===== config.mk =====
export PLATFORM = sky130hd
export DESIGN_NAME = decode_system_pipe
export DESIGN_NICKNAME = d
export VERILOG_FILES = /design/src/rtl/decode_system_pipe_pkg.sv /design/src/rtl/decode_system_pipe_skid.sv /design/src/rtl/decode_system_pipe.sv
export SDC_FILE = /design/constraint.sdc
export NUM_CORES = 1
export LEC_CHECK = 0
export ABC_AREA = 1
export CORE_MARGIN = 10
export CORE_UTILIZATION = 30
export DETAILED_ROUTE_END_ITERATION = 10
export HOLD_SLACK_MARGIN = 0.15
export PLACE_DENSITY = 0.49
export SYNTH_ARGS = -nofsm -noshare
export SYNTH_HDL_FRONTEND = slang
export SYNTH_SLANG_ARGS = --single-unit

===== constraint.sdc =====
create_clock -name clk_i -period 1.7 [get_ports clk_i]
set_input_delay 0.17 -clock clk_i [delete_from_list [all_inputs] [get_ports clk_i]]
set_output_delay 0.17 -clock clk_i [all_outputs]
set_load 0.01 [all_outputs]

===== src/rtl/decode_system_pipe_pkg.sv =====
// Shared types and constants for the RV32 SYSTEM-opcode decode stage.
// Contents: system_kind_t (decoded kind), priv_t and PRIV_* levels,
// OPC_SYSTEM, F12_* funct12 encodings, sys_dec_t (registered decode payload).
package decode_system_pipe_pkg;

  typedef enum logic [3:0] {
    sysk_invalid,
    sysk_ecall,
    sysk_ebreak,
    sysk_mret,
    sysk_sret,
    sysk_wfi,
    sysk_csrrw,
    sysk_csrrs,
    sysk_csrrc,
    sysk_csrrwi,
    sysk_csrrsi,
    sysk_csrrci
  } system_kind_t;

  typedef logic [1:0] priv_t;

  localparam priv_t PRIV_U = 2'b00;
  localparam priv_t PRIV_S = 2'b01;
  localparam priv_t PRIV_M = 2'b11;

  localparam logic [6:0] OPC_SYSTEM = 7'b1110011;

  localparam logic [11:0] F12_ECALL  = 12'h000;
  localparam logic [11:0] F12_EBREAK = 12'h001;
  localparam logic [11:0] F12_MRET   = 12'h302;
  localparam logic [11:0] F12_SRET   = 12'h102;
  localparam logic [11:0] F12_WFI    = 12'h105;

  typedef struct packed {
    system_kind_t kind;
    logic [11:0]  csr_addr;
    logic [4:0]   csr_src;
    logic         csr_src_imm;
    logic [4:0]   rd;
    logic         csr_rd_en;
    logic         csr_wr_en;
    logic         illegal;
  } sys_dec_t;

endpackage


===== src/rtl/decode_system_pipe_skid.sv =====
// Two-entry valid/ready pipeline register with skid slot, generic payload.
// Ports: clk_i, rst_ni (async active-low), flush_i (sync, drops both entries),
// in_valid_i/in_ready_o/in_data_i upstream, out_valid_o/out_ready_i/out_data_o
// downstream. in_ready_o is registered: it is simply "skid slot empty".
module decode_system_pipe_skid #(
  parameter type T        = logic [7:0],
  parameter T    ResetVal = '0
) (
  input  logic clk_i,
  input  logic rst_ni,
  input  logic flush_i,
  input  logic in_valid_i,
  output logic in_ready_o,
  input  T     in_data_i,
  output logic out_valid_o,
  input  logic out_ready_i,
  output T     out_data_o
);

  logic out_valid_q, skid_valid_q;
  T     out_q, skid_q;
  logic push, pop;

  assign in_ready_o  = ~skid_valid_q;
  assign out_valid_o = out_valid_q;
  assign out_data_o  = out_q;
  assign push        = in_valid_i & ~skid_valid_q;
  assign pop         = out_valid_q & out_ready_i;

  always_ff @(posedge clk_i or negedge rst_ni) begin
    if (!rst_ni) begin
      out_valid_q  <= 1'b0;
      skid_valid_q <= 1'b0;
      out_q        <= ResetVal;
      skid_q       <= ResetVal;
    end else if (flush_i) begin
      // Flush wins over any same-cycle accept; the payload regs keep stale data.
      out_valid_q  <= 1'b0;
      skid_valid_q <= 1'b0;
    end else if (!out_valid_q || pop) begin
      // Output slot free this cycle: skid has priority to keep ordering.
      if (skid_valid_q) begin
        out_q        <= skid_q;
        out_valid_q  <= 1'b1;
        skid_valid_q <= 1'b0;
      end else if (push) begin
        out_q       <= in_data_i;
        out_valid_q <= 1'b1;
      end else begin
        out_valid_q <= 1'b0;
      end
    end else if (push) begin
      // Output stalled: park the new word in the skid slot.
      skid_q       <= in_data_i;
      skid_valid_q <= 1'b1;
    end
  end

endmodule


===== src/rtl/decode_system_pipe.sv =====
// Registered decoder for the RV32 SYSTEM opcode (ECALL/EBREAK, MRET/SRET/WFI,
// Zicsr) with CSR side-effect and privilege/read-only legality resolution.
// Ports: clk_i, rst_ni (async active-low), flush_i; in_valid_i/in_ready_o,
// instr_i[31:0], priv_i[1:0]; out_valid_o/out_ready_i; kind_o, csr_addr_o,
// csr_src_o, csr_src_imm_o, rd_o, csr_rd_en_o, csr_wr_en_o, illegal_o.
// Optional: DECODE_SYSTEM_PIPE_STATS_EN adds illegal_count_o[15:0], a
// saturating count of illegal results handed downstream (cleared by reset only).
module decode_system_pipe
  import decode_system_pipe_pkg::*;
#(
  parameter bit           SUPPORT_S  = 1'b1,
  parameter bit           SUPPORT_U  = 1'b1,
  parameter system_kind_t RESET_KIND = sysk_invalid
) (
  input  logic         clk_i,
  input  logic         rst_ni,
  input  logic         flush_i,
  input  logic         in_valid_i,
  output logic         in_ready_o,
  input  logic [31:0]  instr_i,
  input  logic [1:0]   priv_i,
  output logic         out_valid_o,
  input  logic         out_ready_i,
  output system_kind_t kind_o,
  output logic [11:0]  csr_addr_o,
  output logic [4:0]   csr_src_o,
  output logic         csr_src_imm_o,
  output logic [4:0]   rd_o,
  output logic         csr_rd_en_o,
  output logic         csr_wr_en_o,
`ifdef DECODE_SYSTEM_PIPE_STATS_EN
  output logic [15:0]  illegal_count_o,
`endif
  output logic         illegal_o
);

  localparam sys_dec_t ResetDec = '{kind: RESET_KIND, default: '0};

  function automatic sys_dec_t decode(logic [31:0] ins, priv_t priv);
    sys_dec_t d;
    priv_t    eff;
    logic [2:0] f3;
    d             = '0;
    d.kind        = sysk_invalid;
    d.illegal     = 1'b1;
    d.csr_addr    = ins[31:20];
    d.csr_src     = ins[19:15];
    d.rd          = ins[11:7];
    d.csr_src_imm = ins[14];
    f3            = ins[14:12];
    eff           = (!SUPPORT_U && priv == PRIV_U) ? PRIV_M : priv;
    if (ins[6:0] == OPC_SYSTEM) begin
      if (f3 == 3'b000) begin
        if (ins[11:7] == 5'd0 && ins[19:15] == 5'd0) begin
          case (ins[31:20])
            F12_ECALL:  begin d.kind = sysk_ecall;  d.illegal = 1'b0; end
            F12_EBREAK: begin d.kind = sysk_ebreak; d.illegal = 1'b0; end
            F12_MRET:   begin d.kind = sysk_mret;   d.illegal = (eff != PRIV_M); end
            F12_SRET: begin
              d.kind    = sysk_sret;
              d.illegal = !SUPPORT_S || (eff == PRIV_U);
            end
            F12_WFI:    begin d.kind = sysk_wfi;    d.illegal = 1'b0; end
            default:    ;
          endcase
        end
      end else if (f3 != 3'b100) begin
        case (f3)
          3'b001:  d.kind = sysk_csrrw;
          3'b010:  d.kind = sysk_csrrs;
          3'b011:  d.kind = sysk_csrrc;
          3'b101:  d.kind = sysk_csrrwi;
          3'b110:  d.kind = sysk_csrrsi;
          default: d.kind = sysk_csrrci;
        endcase
        if (f3[1:0] == 2'b01) begin
          d.csr_wr_en = 1'b1;
          d.csr_rd_en = (ins[11:7] != 5'd0);
        end else begin
          d.csr_rd_en = 1'b1;
          d.csr_wr_en = (ins[19:15] != 5'd0);
        end
        // addr[9:8] is the lowest privilege allowed; addr[11:10]==11 is read-only.
        d.illegal = (ins[29:28] > eff) ||
                    (ins[31:30] == 2'b11 && d.csr_wr_en) ||
                    (!SUPPORT_S && ins[29:28] == PRIV_S);
        if (d.illegal) begin
          d.csr_rd_en = 1'b0;
          d.csr_wr_en = 1'b0;
        end
      end
    end
    return d;
  endfunction

  sys_dec_t dec_in, dec_out;

  assign dec_in = decode(instr_i, priv_i);

  decode_system_pipe_skid #(
    .T        (sys_dec_t),
    .ResetVal (ResetDec)
  ) u_skid (
    .clk_i       (clk_i),
    .rst_ni      (rst_ni),
    .flush_i     (flush_i),
    .in_valid_i  (in_valid_i),
    .in_ready_o  (in_ready_o),
    .in_data_i   (dec_in),
    .out_valid_o (out_valid_o),
    .out_ready_i (out_ready_i),
    .out_data_o  (dec_out)
  );

  assign kind_o        = dec_out.kind;
  assign csr_addr_o    = dec_out.csr_addr;
  assign csr_src_o     = dec_out.csr_src;
  assign csr_src_imm_o = dec_out.csr_src_imm;
  assign rd_o          = dec_out.rd;
  assign csr_rd_en_o   = dec_out.csr_rd_en;
  assign csr_wr_en_o   = dec_out.csr_wr_en;
  assign illegal_o     = dec_out.illegal;

`ifdef DECODE_SYSTEM_PIPE_STATS_EN
  logic [15:0] illegal_cnt_q, illegal_cnt_d;

  always_comb begin
    illegal_cnt_d = illegal_cnt_q;
    if (out_valid_o && out_ready_i && dec_out.illegal && illegal_cnt_q != 16'hFFFF) begin
      illegal_cnt_d = illegal_cnt_q + 16'd1;
    end
  end

  always_ff @(posedge clk_i or negedge rst_ni) begin
    if (!rst_ni) illegal_cnt_q <= 16'd0;
    else         illegal_cnt_q <= illegal_cnt_d;
  end

  assign illegal_count_o = illegal_cnt_q;
`endif

endmodule

==> results of run 1 <==
==> worst max-delay path by stage <==
stage,slack [ps],depth (start not counted),end,from
2_1_floorplan,460,8,u_skid.skid_q[20],u_skid.out_valid_o
3_3_place_gp,-150,10,u_skid.out_data_o[1],priv_i[1]
3_5_place_dp,-220,10,u_skid.out_data_o[1],priv_i[1]
4_1_cts,50,2,in_ready_o,u_skid.skid_valid_q
5_1_grt,10,2,in_ready_o,u_skid.skid_valid_q
6_report,80,2,in_ready_o,u_skid.skid_valid_q
==> worst register-to-register path, cell delays in order (launching register included) <==
cell and delay, ps:
dfrtp_1 450, inv_2 100, a21oi_2 140, nand2_2 170
buf_12 230, nand2_1 100, o21ai_0 80
==> Yosys cell counts (2+ instances only) <==
master / number / share of area [%]
buf_4: 4 / 0.98
clkbuf_1: 8 / 0.98
nor2_1: 36 / 4.4
inv_2: 3 / 0.37
dfrtp_1: 62 / 50
nand3_1: 10 / 1.6
a21oi_1: 10 / 1.6
ha_1: 2 / 0.81
o21ai_1: 10 / 1.6
buf_2: 4 / 0.65
nand2_1: 132 / 16
inv_1: 43 / 5.2
nor2_2: 3 / 0.61
a21oi_2: 2 / 0.57
nand4_1: 2 / 0.41
o21ai_0: 67 / 11
==> cells in the final DEF (no fill, tap or decap), drive strengths merged <==
cell type / instances
dlygate4sd3: 1
clkbuf: 12
clkinv: 2
ha: 2
nand3b: 1
buf: 23
clkdlybuf4s50: 69
a21oi: 12
inv: 46
nand4: 2
bufinv: 1
nor3: 1
o211ai: 1
clkinvlp: 1
o21ai: 77
dfrtp: 62
nand2: 133
a2bb2oi: 1
nor2: 40
o21a: 1
nand3: 11
==> cells by family after synthesis <==
family                     Yosys count  share of synthesized area, %
AOI/OAI and AO/OA                   92                         15.48
buffers and inverters               64                         8.736
and+or+nand+nor                    188                         24.58
adders and majority gates            2                        0.8125
DFF                                 62                         50.39
==> final cells by class <==
class                           instances  area share [%]
Multi-Input combinational cell        282           29.43
Inverter                               47           4.146
Sequential cell                        62           36.20
Clock buffer                           12           3.854
Clock inverter                          3          0.9927
Timing Repair Buffer                   93           21.49
Tap cell                              133           3.883
==> metal layers <==
layer	up-vias	share of wire (%)
li1	1463	-
met1	1254	47
met2	64	45
met3	6	6.2
met4	0	1.0
met5	-	0
==> what timing repair did <==
action                                 in CTS  in global routing
resized for setup                           0                  1
endpoints found under the hold margin      47                  0
hold buffers                                1                  0
setup endpoints to repair                   0                  1
==> report_power, final <==
part / switching [mW] / internal (mW) / total, mW
clock: 0.569 / 0.787 / 1.36
sequential: 0.139 / 1.75 / 1.89
combinational: 0.398 / 0.458 / 0.856
==> sequential cells by signal, indices dropped and copies added (netlist names) <==
| name | cells |
|---|---|
| u_skid.out_data_o | 30 |
| u_skid.out_valid_o | 1 |
| u_skid.skid_q | 30 |
| u_skid.skid_valid_q | 1 |
==> flow_metrics.py, run 1 <==
metrics = {
    "status": {
        "status": "complete, no violations",
    },
    "logic_synthesis": {
        "synth_edf_count": 0,
        "ys.flop_type": "dfrtp_1",
        "yosysWarnings": 0,
        "syn_inst": 408,
        "avgSynthCellArea_sq_um": 7.547,
        "synth_cell_types": 26,
        "synth-seq-cells": 62,
        "yosysSeqAreaShare_pct": 50.39,
        "synth_nets": 449,
        "syn_area_sq_um": 3079,
        "async_reset_ff_share_pct": 100.0,
    },
    "route": {
        "first_iter_violations": 203,
        "wl_per_cell_um": 12.88,
        "drc_errors": 0,
        "drt-vias-per-instance": 4.410,
        "totalWireLength_um": 8141,
        "vias": 2787,
        "dr.pass1.iters": 4,
        "ant_nets": 0,
    },
    "setup_path": {
        "reg2reg_slack_ps": 310,
        "critPathCaptureType": "output pin",
        "worstRegToRegCells": 6,
        "path_cells": "inv_2 -> clkdlybuf4s50_1",
        "critPathMaxFanout": 5,
        "arrival_ps": 1450,
        "r2r_end": "u_skid.out_data_o[19]",
        "r2r_start": "u_skid.skid_valid_q",
        "cp_num_buf_inv": 2,
        "cp_slowest_stage_delay_ps": 550,
        "crit_type": "flip-flop to output pin",
        "cp-start-kind": "flip-flop",
        "critPathRequiredTime_ps": 1530,
        "crit_family": "buffers and inverters",
        "cp_slowest_cell": "clkdlybuf4s50_1",
    },
    "sta": {
        "grt_setup_unrepaired": "no",
        "maxSlewViolCount": 0,
        "setup_tns_ps": 0,
        "finalHoldViolCount": 0,
        "setup_ws_ps": 75.69,
        "worstMarginPinSlew_ps": 404.6,
        "finalCritPeriodShare_pct": 95.55,
        "hold-worst-slack_ps": 311.7,
        "final-setup-viol-count": 0,
        "clock.fmax_ghz": 0.6156,
        "max_slew_margin_pct": 73.03,
        "min_period_ps": 1624,
        "finClkSkew_ps": 6.449,
    },
    "place": {
        "place_ws_ps": -215.9,
        "gp_congestion": 0.8312,
        "port_buffers": 70,
        "dp_cells": 616,
        "dpl_cell_area_sq_um": 4068,
        "dp.final_hpwl_um": 6128,
    },
    "floorplanning": {
        "dieArea_sq_um": 14720,
        "die_h_um": 121.3,
        "start_util_pct": 31.22,
        "rows": 36,
        "core_area_sq_um": 9864,
        "die_w_um": 121.3,
        "ios": 71,
    },
    "layout": {
        "drive_gt1_share_pct": 10.22,
        "area_delta_synth_final_pct": 39.17,
        "multiInputGateArea_sq_um": 1261,
        "antennaDiodeCount": 0,
        "post-route-util_pct": 43.44,
        "regArea_sq_um": 1551,
        "fillers": 1004,
        "final_cell_count_no_fill": 632,
        "fin_nets": 536,
        "design_area_sq_um": 4285,
    },
    "global_routing": {
        "top_usage_layer": "met2",
        "grt_max_degree": 50,
        "overflow": 0,
        "grt_pass1_vias": 2731,
        "track_usage_pct": 11.41,
        "grt.met2_usage_pct": 17.49,
        "antenna_found_initial": 0,
        "grt_pass1_wl_um": 13610,
        "use_met3_pct": 3.816,
        "grt_util_met1_pct": 14.77,
    },
    "clock_network": {
        "cts_setup_buffers": 0,
        "cts_sinks": 62,
        "cts-htree-levels": 3,
        "cts_root_buf": "clkbuf_8",
        "clk_pin_slew_ps": 70,
        "cts_buffers": 9,
        "cts_tree": "yes",
        "cts_buffer_depth": 2,
        "worstSkewPairLatency_ps": 330,
    },
    "run": {
        "max_cap_viol_count": 0,
    },
    "power": {
        "peakVddDrop_mv": 0.3313,
        "p_total_mw": 4.099,
        "powerDensity_nw_per_um2": 956.6,
        "p_leak_nw": 2.145,
    },
    "hold_path": {
        "hold_class": "primary input to async pin",
    },
}
Power figures use the tool's default switching activity.
==> run 2: changes to the inputs <==
--- a/config.mk
+++ b/config.mk
@@ -11,6 +11,8 @@
 export DETAILED_ROUTE_END_ITERATION = 10
 export HOLD_SLACK_MARGIN = 0.15
 export PLACE_DENSITY = 0.49
+export SKIP_CTS_REPAIR_TIMING = 1
+export SLEW_MARGIN = 25
 export SYNTH_ARGS = -nofsm -noshare
 export SYNTH_HDL_FRONTEND = slang
 export SYNTH_SLANG_ARGS = --single-unit
==> results of run 2 <==
The final DEF is identical to that of run 1; final timing and power are the same.
Main changes from that run: wire length of the first global-routing pass 13610 um -> 13600 um; via count of the first global-routing pass 2731 -> 2728; overall routing resource usage 11.41% -> 11.40%; met3 usage 3.816% -> 3.769%
